$ cat src/rtl/stream_merge_rr.sv
// 2:1 valid/ready stream merger with round-robin arbitration and burst lock.
// Output beat is registered; input readies are combinational from grant and load.
module stream_merge_rr #(
  parameter int unsigned WIDTH = 8
) (
  input  logic             clk,
  input  logic             rst,
  input  logic             in0_valid,
  input  logic [WIDTH-1:0] in0_data,
  input  logic             in0_last,
  output logic             in0_ready,
  input  logic             in1_valid,
  input  logic [WIDTH-1:0] in1_data,
  input  logic             in1_last,
  output logic             in1_ready,
  output logic             out_valid,
  output logic [WIDTH-1:0] out_data,
  output logic             out_last,
  output logic             out_src,
  input  logic             out_ready
);

  typedef enum logic [1:0] {
    IDLE  = 2'd0,
    LOCK0 = 2'd1,
    LOCK1 = 2'd2
  } state_e;

  state_e           state_q;
  logic             prio_q;

  logic             load_c;
  logic             grant_vld_c;
  logic             grant_src_c;
  logic             accept_c;
  logic [WIDTH-1:0] sel_data_c;
  logic             sel_last_c;

  // Grant selection: locked source wins outright, otherwise valid/prio arbitration.
  always_comb begin
    load_c      = !out_valid || out_ready;
    grant_vld_c = 1'b0;
    grant_src_c = 1'b0;
    unique case (state_q)
      LOCK0: begin
        grant_vld_c = 1'b1;
        grant_src_c = 1'b0;
      end
      LOCK1: begin
        grant_vld_c = 1'b1;
        grant_src_c = 1'b1;
      end
      default: begin
        if (in0_valid && in1_valid) begin
          grant_vld_c = 1'b1;
          grant_src_c = prio_q;
        end else if (in0_valid) begin
          grant_vld_c = 1'b1;
          grant_src_c = 1'b0;
        end else if (in1_valid) begin
          grant_vld_c = 1'b1;
          grant_src_c = 1'b1;
        end
      end
    endcase

    in0_ready  = !rst && load_c && grant_vld_c && !grant_src_c;
    in1_ready  = !rst && load_c && grant_vld_c && grant_src_c;
    accept_c   = (in0_ready && in0_valid) || (in1_ready && in1_valid);
    sel_data_c = grant_src_c ? in1_data : in0_data;
    sel_last_c = grant_src_c ? in1_last : in0_last;
  end

  // Output register, lock state and round-robin pointer.
  always_ff @(posedge clk) begin
    if (rst) begin
      state_q   <= IDLE;
      prio_q    <= 1'b0;
      out_valid <= 1'b0;
      out_data  <= '0;
      out_last  <= 1'b0;
      out_src   <= 1'b0;
    end else begin
      if (load_c) begin
        out_valid <= accept_c;
      end
      if (accept_c) begin
        out_data <= sel_data_c;
        out_last <= sel_last_c;
        out_src  <= grant_src_c;
        if (sel_last_c) begin
          state_q <= IDLE;
          prio_q  <= !grant_src_c;
        end else begin
          state_q <= grant_src_c ? LOCK1 : LOCK0;
        end
      end
    end
  end

endmodule

$ cat config.mk
export PLATFORM = sky130hd
export DESIGN_NAME = stream_merge_rr
export DESIGN_NICKNAME = d
export VERILOG_FILES = /design/src/rtl/stream_merge_rr.sv
export SDC_FILE = /design/constraint.sdc
export NUM_CORES = 1
export LEC_CHECK = 0
export CAP_MARGIN = 20
export CELL_PAD_IN_SITES_DETAIL_PLACEMENT = 1
export CELL_PAD_IN_SITES_GLOBAL_PLACEMENT = 1
export CORE_MARGIN = 10
export CORE_UTILIZATION = 29
export CTS_CLUSTER_SIZE = 25
export DETAILED_ROUTE_END_ITERATION = 16
export PLACE_DENSITY_LB_ADDON = 0.1
export SLEW_MARGIN = 20
export SYNTH_ARGS = -nofsm -noshare
export SYNTH_HDL_FRONTEND = slang
export SYNTH_SLANG_ARGS = --single-unit
export TNS_END_PERCENT = 1
$ cat constraint.sdc
create_clock -name clk -period 1.9 [get_ports clk]
set_input_delay 0.285 -clock clk [delete_from_list [all_inputs] [get_ports clk]]
set_output_delay 0.285 -clock clk [all_outputs]
set_load 0.02 [all_outputs]
# After elaboration in Yosys (flattened, before gate mapping)
# Cells that the tools add are included.
dict set report word_totals {
  inputBits 23
  output_inout_bits 13
  wordCells 33
  ff_bits 14
}
dict set report classes {
  n_reduce_logical 14
  eq_ne 2
  muxes 11
}
# operator n
set op_table {}
lappend op_table {{$mux 8} 1}
lappend op_table {{$logic_and 1x1->1} 7}
lappend op_table {{$mux 1} 7}
lappend op_table {{$mux 2} 2}
lappend op_table {{$logic_not 1->1} 3}
lappend op_table {{$eq 2x1->1 const B} 1}
lappend op_table {{$eq 2x2->1 const B} 1}
lappend op_table {{$logic_or 1x1->1} 2}
lappend op_table {{$pmux 1 s2} 1}
lappend op_table {{$reduce_and 2->1} 1}
lappend op_table {{$reduce_or 2->1} 1}

# Longest topological paths before layout
# Gate-level depths: netlist (run 1).
dict set report logic_depth {
  depth_word 9
  depth_mapped 7
}

# Worst setup path after synthesis (run 1)
# No wires, ideal clock.
dict set report synth_timing {
  kind {register to output}
  start {register state_q[0]}
  end {output port in1_ready}
  path_slack_ps -155
  n_path_buf 1
  path_stages_with_launch 7
  required_ps 1615
  t_arrival_ps 1770
  path_cell_list {dfxtp_1 -> inv_1 -> ha_1 -> nand2_1 -> o22a_1 -> buf_2 -> a211oi_1}
}
dict set report synth_between {
  elab_chain_cells 5
}
# element line_no
set synth_rtl {}
lappend synth_rtl {{start: declaration} 29} ;# state_e state_q;
lappend synth_rtl {{start signal: assignment} 95} ;# state_q <= grant_src_c ? LOCK1 : LOCK0;
lappend synth_rtl {{$eq 2x2->1 / $eq 2x1->1 (equally long branches)} 44} ;# unique case (state_q)
lappend synth_rtl {{$reduce_or 2->1 (no line)} n/a}
lappend synth_rtl {{$mux 1} 44}
lappend synth_rtl {{$logic_and 1x1->1} 68} ;# in1_ready = !rst && load_c && grant_vld_c && grant_src_c;
lappend synth_rtl {{$logic_and 1x1->1 *} 68}
lappend synth_rtl {{end: declaration} 15} ;# output logic in1_ready,
# Every way passes the cells marked *; elsewhere a longest branch is shown, timed or not.

# Worst setup path after layout (run 1)
dict set report layout_timing {
  start {register state_q[0]}
  end {register state_q[0]}
}
dict set report layout_between {
  elab_chain_cells 7
}
# element line_no
set layout_rtl {}
lappend layout_rtl {{$eq 2x2->1 / $eq 2x1->1 (equally long branches)} 44}
lappend layout_rtl {{$reduce_or 2->1 (no line)} n/a}
lappend layout_rtl {{$mux 1} 44}
lappend layout_rtl {{$logic_and 1x1->1} {67, 68}}
lappend layout_rtl {{$logic_and 1x1->1, on equally long branches} {67, 68}}
lappend layout_rtl {{$logic_and 1x1->1} 69} ;# accept_c = (in0_ready && in0_valid) || (in1_ready && in1_valid);
lappend layout_rtl {{$logic_or 1x1->1} 69}
# Parallel ways exist; a longest one is shown, timed or not.
# A chain may end at the register's enable or synchronous reset.

==> flow_summary.toml, run 1 <==
[floorplanning]
start_util = 0.308
row_count = 18
fp.dieH_um = 71.5
pin_count = 36
dieArea_sq_mm = 0.00511
coreArea_sq_mm = 0.00250
die-width_um = 71.5

[worst_setup_path]
required_ps = 2110
crit_arrival_ps = 2110
worstSetupPathType = "register to register"
end_kind = "register"
critPathLaunchType = "register"
reg2reg_slack_ps = 1
rr_worst_depth = 9
reg2reg_to = "state_q[0]"
crit_fanout = 7
r2r_start = "state_q[0]"

[synthesis]
ys_types = 25
yosysTopAreaCellShare = 0.364
synth_top_cell_by_area = "dfxtp_1"
post-synth-top-count-cell = "dfxtp_1"
avgSynthCellArea_sq_um = 9.87
ys.flop_type = "dfxtp_1"
ys_seq_area_frac = 0.364
synth_edf_count = 0
ys_top_cells_by_area = "dfxtp_1 36%, a211oi_2 15%, mux2i_1 12%"
yosysWarnings = 0
ys_seq_elements = 14
syn_area_sq_um = 769
async_reset_ff_frac = 0
postSynthCellCount = 78
syn-num-nets = 102
synth_commonest_cells = "14 x dfxtp_1, 12 x nor2_1, 9 x a211oi_2, 9 x mux2i_1, 5 x a21oi_1"

[drt]
drt_iter0_drc = 21
first_pass_iters = 3
drt-total-wl_um = 2560
vias = 800
vias_per_cell = 5.03
ant_nets = 0
wire_per_inst_um = 16.1
drc = 0

[grt]
track_usage = 0.101
grt_overflow_total = 0
grt_pass1_wl_um = 4200
grt_pass1_vias = 862
antenna_found_initial = 0
grt_max_degree = 17

[min_path]
hp-class = "register to register"
worstHoldEndpoint = "state_q[0]"
hold_depth = 2
hold_path.startpoint = "state_q[0]"

[sta]
worst_pin_slew_ps = 260
timing.setup.tns_ps = 0
setup_ws_ps = 0.984
max-slew-margin-rel = 0.826
hold_violations = 0
skew_ps = 4.71
period_minus_slack_ps = 1900
max_freq_ghz = 0.527
fin_crit_sh = 0.999
slew_violations = 0
whs_ps = 486
setup_violations = 0
rsz0062_at_grt = "true"

[clock_network]
clk_path_buf_depth = 2
clk_latency_ps = 280
cts_buffers = 3
cts_sinks = 14
cts_hold_buf = 0
cts_tree = "yes"
root_buffer = "clkbuf_4"
htree_levels = 1
cts.reportedPaths.clkPinSlew_ps = 90

[placed_design]
place_congestion = 0.796
dp_cells = 149
post-place-ws_ps = -345
hpwl_um = 1890
io_buffers = 35

[final_layout]
n_fill_cell = 298
syn_to_final_growth_pct = 75.6
multi_input_area_sq_um = 473
layoutNonFillerInstCount = 159
fin_util = 0.541
drive_gt1_frac = 0.310
antenna_cells = 0
register_area_sq_um = 282
fin_nets = 154

[pwr]
power_frac_comb = 0.355
seqPwrFrac = 0.390
powerDensity_mw_per_mm2 = 622
net-switching-power_uw = 241
p_clk_frac = 0.255
swShare = 0.287
p_int_uw = 599
max-vdd-ir-drop_uv = 312
p_leak_nw = 0.541

[run_status]
status = "finished clean"

[run]
maxCapViolations = 0
==> worst max-delay path: stages (launching register included) <==
cell and delay (ps):
dfxtp_2 340, inv_2 40, ha_4 280, buf_6 120, o21ai_4 60, a2111oi_4 330, buf_4 190, bufbuf_16 260
nand3b_1 90, a21oi_1 130
==> worst max-delay path by stage <==
| stage | startpoint | cells past startpoint | slack [ps] | end |
|---|---|---|---|---|
| 6_report | state_q[0] | 9 | 1 | state_q[0] |
| 2_1_floorplan | state_q[0] | 6 | 30 | in1_ready |
| 3_3_place_gp | out_ready | 5 | -330 | in0_ready |
| 3_5_place_dp | out_ready | 5 | -340 | in0_ready |
| 4_1_cts | state_q[0] | 8 | 3 | state_q[0] |
| 5_1_grt | state_q[0] | 9 | -70 | out_data[2] |
==> layer usage <==
layer / wire length [um] / vias to the layer above / GRT usage
met2: 1300 / 26 / 0.177
met4: 28 / 0 / 0.0258
met3: 188 / 4 / 0.0482
li1: - / 386 / -
met5: 0 / - / 0
met1: 1040 / 384 / 0.106
==> area by class of cell <==
class	count	share of cell area
multi-input cells	56	0.350
inverters	3	0.00833
well taps	30	0.0278
flip-flops and latches	14	0.208
clock buffers	4	0.0269
repair buffers	52	0.379
==> cell families (layout without fill, tap and decap cells) <==
| logic type | Yosys count | in the layout | synth area share |
|---|---|---|---|
| and+or+nand+nor | 22 | 22 | 0.143 |
| AOI/OAI and AO/OA | 24 | 24 | 0.299 |
| DFF | 14 | 14 | 0.364 |
| adders and majority gates | 1 | 1 | 0.0163 |
| muxes | 9 | 9 | 0.117 |
| buffers and inverters | 8 | 59 | 0.0601 |
==> state kept, by name, indices dropped and copies added, names as in the netlist <==
signal     count
out_valid      1
out_last       1
prio_q         1
out_data       8
state_q        2
out_src        1
==> timing repair <==
item / 4_1_cts / 5_1_grt
gates resized for setup: 13 / 3
gates cloned: 1 / 0
setup buffers: 4 / 1
endpoints found under the setup margin: 10 / 11
pin swaps: 3 / 3
==> per-stage QoR <==
step / total power, mW / area [sq um]
6_report: 0.840 / 1350
3_5_place_dp: 0.604 / 1220
2_1_floorplan: 0.473 / 774
5_1_grt: 0.902 / 1350
4_1_cts: 0.847 / 1340
3_3_place_gp: 0.596 / 1220
==> power groups by stage <==
stage | clock network (mW) | logic, mW | registers [mW]
2_1_floorplan | 0 | 0.116 | 0.357
4_1_cts | 0.222 | 0.296 | 0.328
6_report | 0.215 | 0.298 | 0.328
3_3_place_gp | 0 | 0.263 | 0.333
5_1_grt | 0.251 | 0.320 | 0.331
3_5_place_dp | 0 | 0.270 | 0.334
==> cell usage in the layout, fill, tap and decap left out, types with 2 or more instances in the layout <==
cell / synthesis / routed
inv_1: 3 / 2
buf_4: 0 / 15
nand2b_1: 2 / 2
clkbuf_4: 0 / 3
dfxtp_1: 14 / 13
mux2i_1: 9 / 9
nor2b_1: 2 / 2
a21oi_1: 5 / 5
nor2_1: 12 / 12
clkdlybuf4s50_1: 0 / 33
o21ai_0: 2 / 2
a211oi_2: 9 / 10
nand3b_1: 2 / 2
(Power assumes the default switching activity.)
==> inputs of run 2 (changes only) <==
--- a/config.mk
+++ b/config.mk
@@ -13,7 +13,6 @@
 export CTS_CLUSTER_SIZE = 25
 export DETAILED_ROUTE_END_ITERATION = 16
 export PLACE_DENSITY_LB_ADDON = 0.1
-export SLEW_MARGIN = 20
 export SYNTH_ARGS = -nofsm -noshare
 export SYNTH_HDL_FRONTEND = slang
 export SYNTH_SLANG_ARGS = --single-unit
==> results of run 2 <==
The final DEF is identical to that of run 1; final timing and power are the same.
==> inputs of run 3 (changes only) <==
--- a/config.mk
+++ b/config.mk
@@ -8,10 +8,12 @@
 export CAP_MARGIN = 20
 export CELL_PAD_IN_SITES_DETAIL_PLACEMENT = 1
 export CELL_PAD_IN_SITES_GLOBAL_PLACEMENT = 1
-export CORE_MARGIN = 10
+export CORE_ASPECT_RATIO = 0.8
+export CORE_MARGIN = 2
 export CORE_UTILIZATION = 29
 export CTS_CLUSTER_SIZE = 25
 export DETAILED_ROUTE_END_ITERATION = 16
+export MAX_ROUTING_LAYER = met4
 export PLACE_DENSITY_LB_ADDON = 0.1
 export SYNTH_ARGS = -nofsm -noshare
 export SYNTH_HDL_FRONTEND = slang
==> run 3 against run 2 <==
Net effect:
- die area decreased by 40%
- via count fell by 2.0%
- utilization grew 0.28 points
- clock skew increased by 3.3 ps
- sequential power about the same
- largest cell class unchanged
- largest power group unchanged
==> flow_summary.toml, run 3 (synthesis gave the netlist of run 1 again) <==
[run_status]
status = "finished clean"

[final_layout]
regMostFlops = "out_data"
top_regs = "out_data x8, state_q x2"
layout_common_cells = "33 x clkdlybuf4s50_1, 15 x buf_4, 13 x dfxtp_1, 12 x nor2_1, 11 x a211oi_2"
fin_util = 0.543
fin_nets = 153
syn_to_final_growth_pct = 75.3
largest_reg_flops = 8
drive_gt1_frac = 0.323
layout_commonest_cell = "clkdlybuf4s50_1"
antenna_cells = 0

[worst_setup_path]
required_ps = 1620
end_kind = "output pin"
crit_arrival_ps = 1560
worstSetupPathType = "register to output pin"
critPathLaunchType = "register"
crit_fanout = 4

[pwr]
max-vdd-ir-drop_uv = 302
p_leak_nw = 0.527
p_int_uw = 553
seqPwrFrac = 0.415
powerDensity_mw_per_mm2 = 586
p_clk_frac = 0.210
power_frac_comb = 0.376
net-switching-power_uw = 237
swShare = 0.300

[placed_design]
io_buffers = 35
hpwl_um = 1670
place_congestion = 0.769

[clock_network]
cts_sinks = 14
cts_buffers = 3
clk_latency_ps = 280
root_buffer = "clkbuf_4"
cts_tree = "yes"
cts.reportedPaths.clkPinSlew_ps = 70
clk_path_buf_depth = 2
htree_levels = 1

[drt]
wire_per_inst_um = 14.5
vias = 784
first_pass_iters = 4
ant_nets = 0
drc = 0
drt_iter0_drc = 18
drt-total-wl_um = 2360
vias_per_cell = 4.81

[sta]
fin_crit_sh = 0.972
rsz0062_at_grt = "true"
max_freq_ghz = 0.542
setup_violations = 0
slew_violations = 0
hold_violations = 0
worst_pin_slew_ps = 310
max-slew-margin-rel = 0.792
skew_ps = 7.99
period_minus_slack_ps = 1850
timing.setup.tns_ps = 0

[run]
maxCapViolations = 0

[grt]
grt_overflow_total = 0
grt_pass1_vias = 819
antenna_found_initial = 0
grt_max_degree = 24
grt_pass1_wl_um = 3590
track_usage = 0.159

[floorplanning]
fp.dieH_um = 50.1
die-width_um = 61.6
row_count = 16
start_util = 0.310
dieArea_sq_mm = 0.00308
coreArea_sq_mm = 0.00248
pin_count = 36

[min_path]
hp-class = "register to register"
==> run 3: what timing repair did <==
action / in CTS / in global routing
endpoints found under the hold margin: 0 / 0
endpoints found under the setup margin: 14 / 10
pin swaps: 1 / 7
setup buffers: 0 / 3
cloned: 0 / 2
resized for setup: 14 / 6
hold buffers: 0 / 0
==> run 3: cell type report <==
cell class,count,area (sq um)
clock buffer,3,22.5
tap,36,45.0
inverter,3,11.3
multi-input combinational,56,484
sequential,14,282
timing repair buffer,51,504
fill,306,1130
==> run 3: routing by layer <==
metal  up-vias  part of all wire  track usage
li1        384                 -            -
met1       379              0.44        0.167
met2        19              0.50        0.293
met3         2             0.052       0.0499
met4         0            0.0025       0.0213
met5         -                 0            -
==> run 3: final timing paths <==
check             startpoint         end  slack (ps)  depth (start not counted)
hold reg to reg   state_q[1]  state_q[1]         520                          2
setup / recovery  state_q[0]   in1_ready          50                          6
setup reg to reg  state_q[0]      prio_q          70                          9
hold / removal    state_q[1]  state_q[1]         520                          2
==> run 3: stage by stage <==
stage	cells	setup WS, ps	cell area, sq um	total power, mW	hold slack (ps)
CTS	158	6.76	1270	0.776	484
global placement	155	-315	1230	0.595	456
floorplan	78	25.6	774	0.473	391
finish	163	53.8	1350	0.790	516
global route	163	-52.7	1350	0.837	562
detailed placement	155	-392	1230	0.603	474
==> run 3: critical path, cell delays in order (launching register included) <==
cell      delay (ps)
dfxtp_2          340
inv_2             40
ha_4             290
nand2_4           50
o22a_1           180
a211oi_2         220
buf_4            170
==> run 3: power by group through the flow <==
stage	logic [mW]	clock network (mW)	registers (mW)
after global routing	0.320	0.187	0.331
after floorplan	0.116	0	0.357
after global placement	0.262	0	0.333
final	0.297	0.166	0.328
after detailed placement	0.270	0	0.334
after CTS	0.274	0.175	0.328
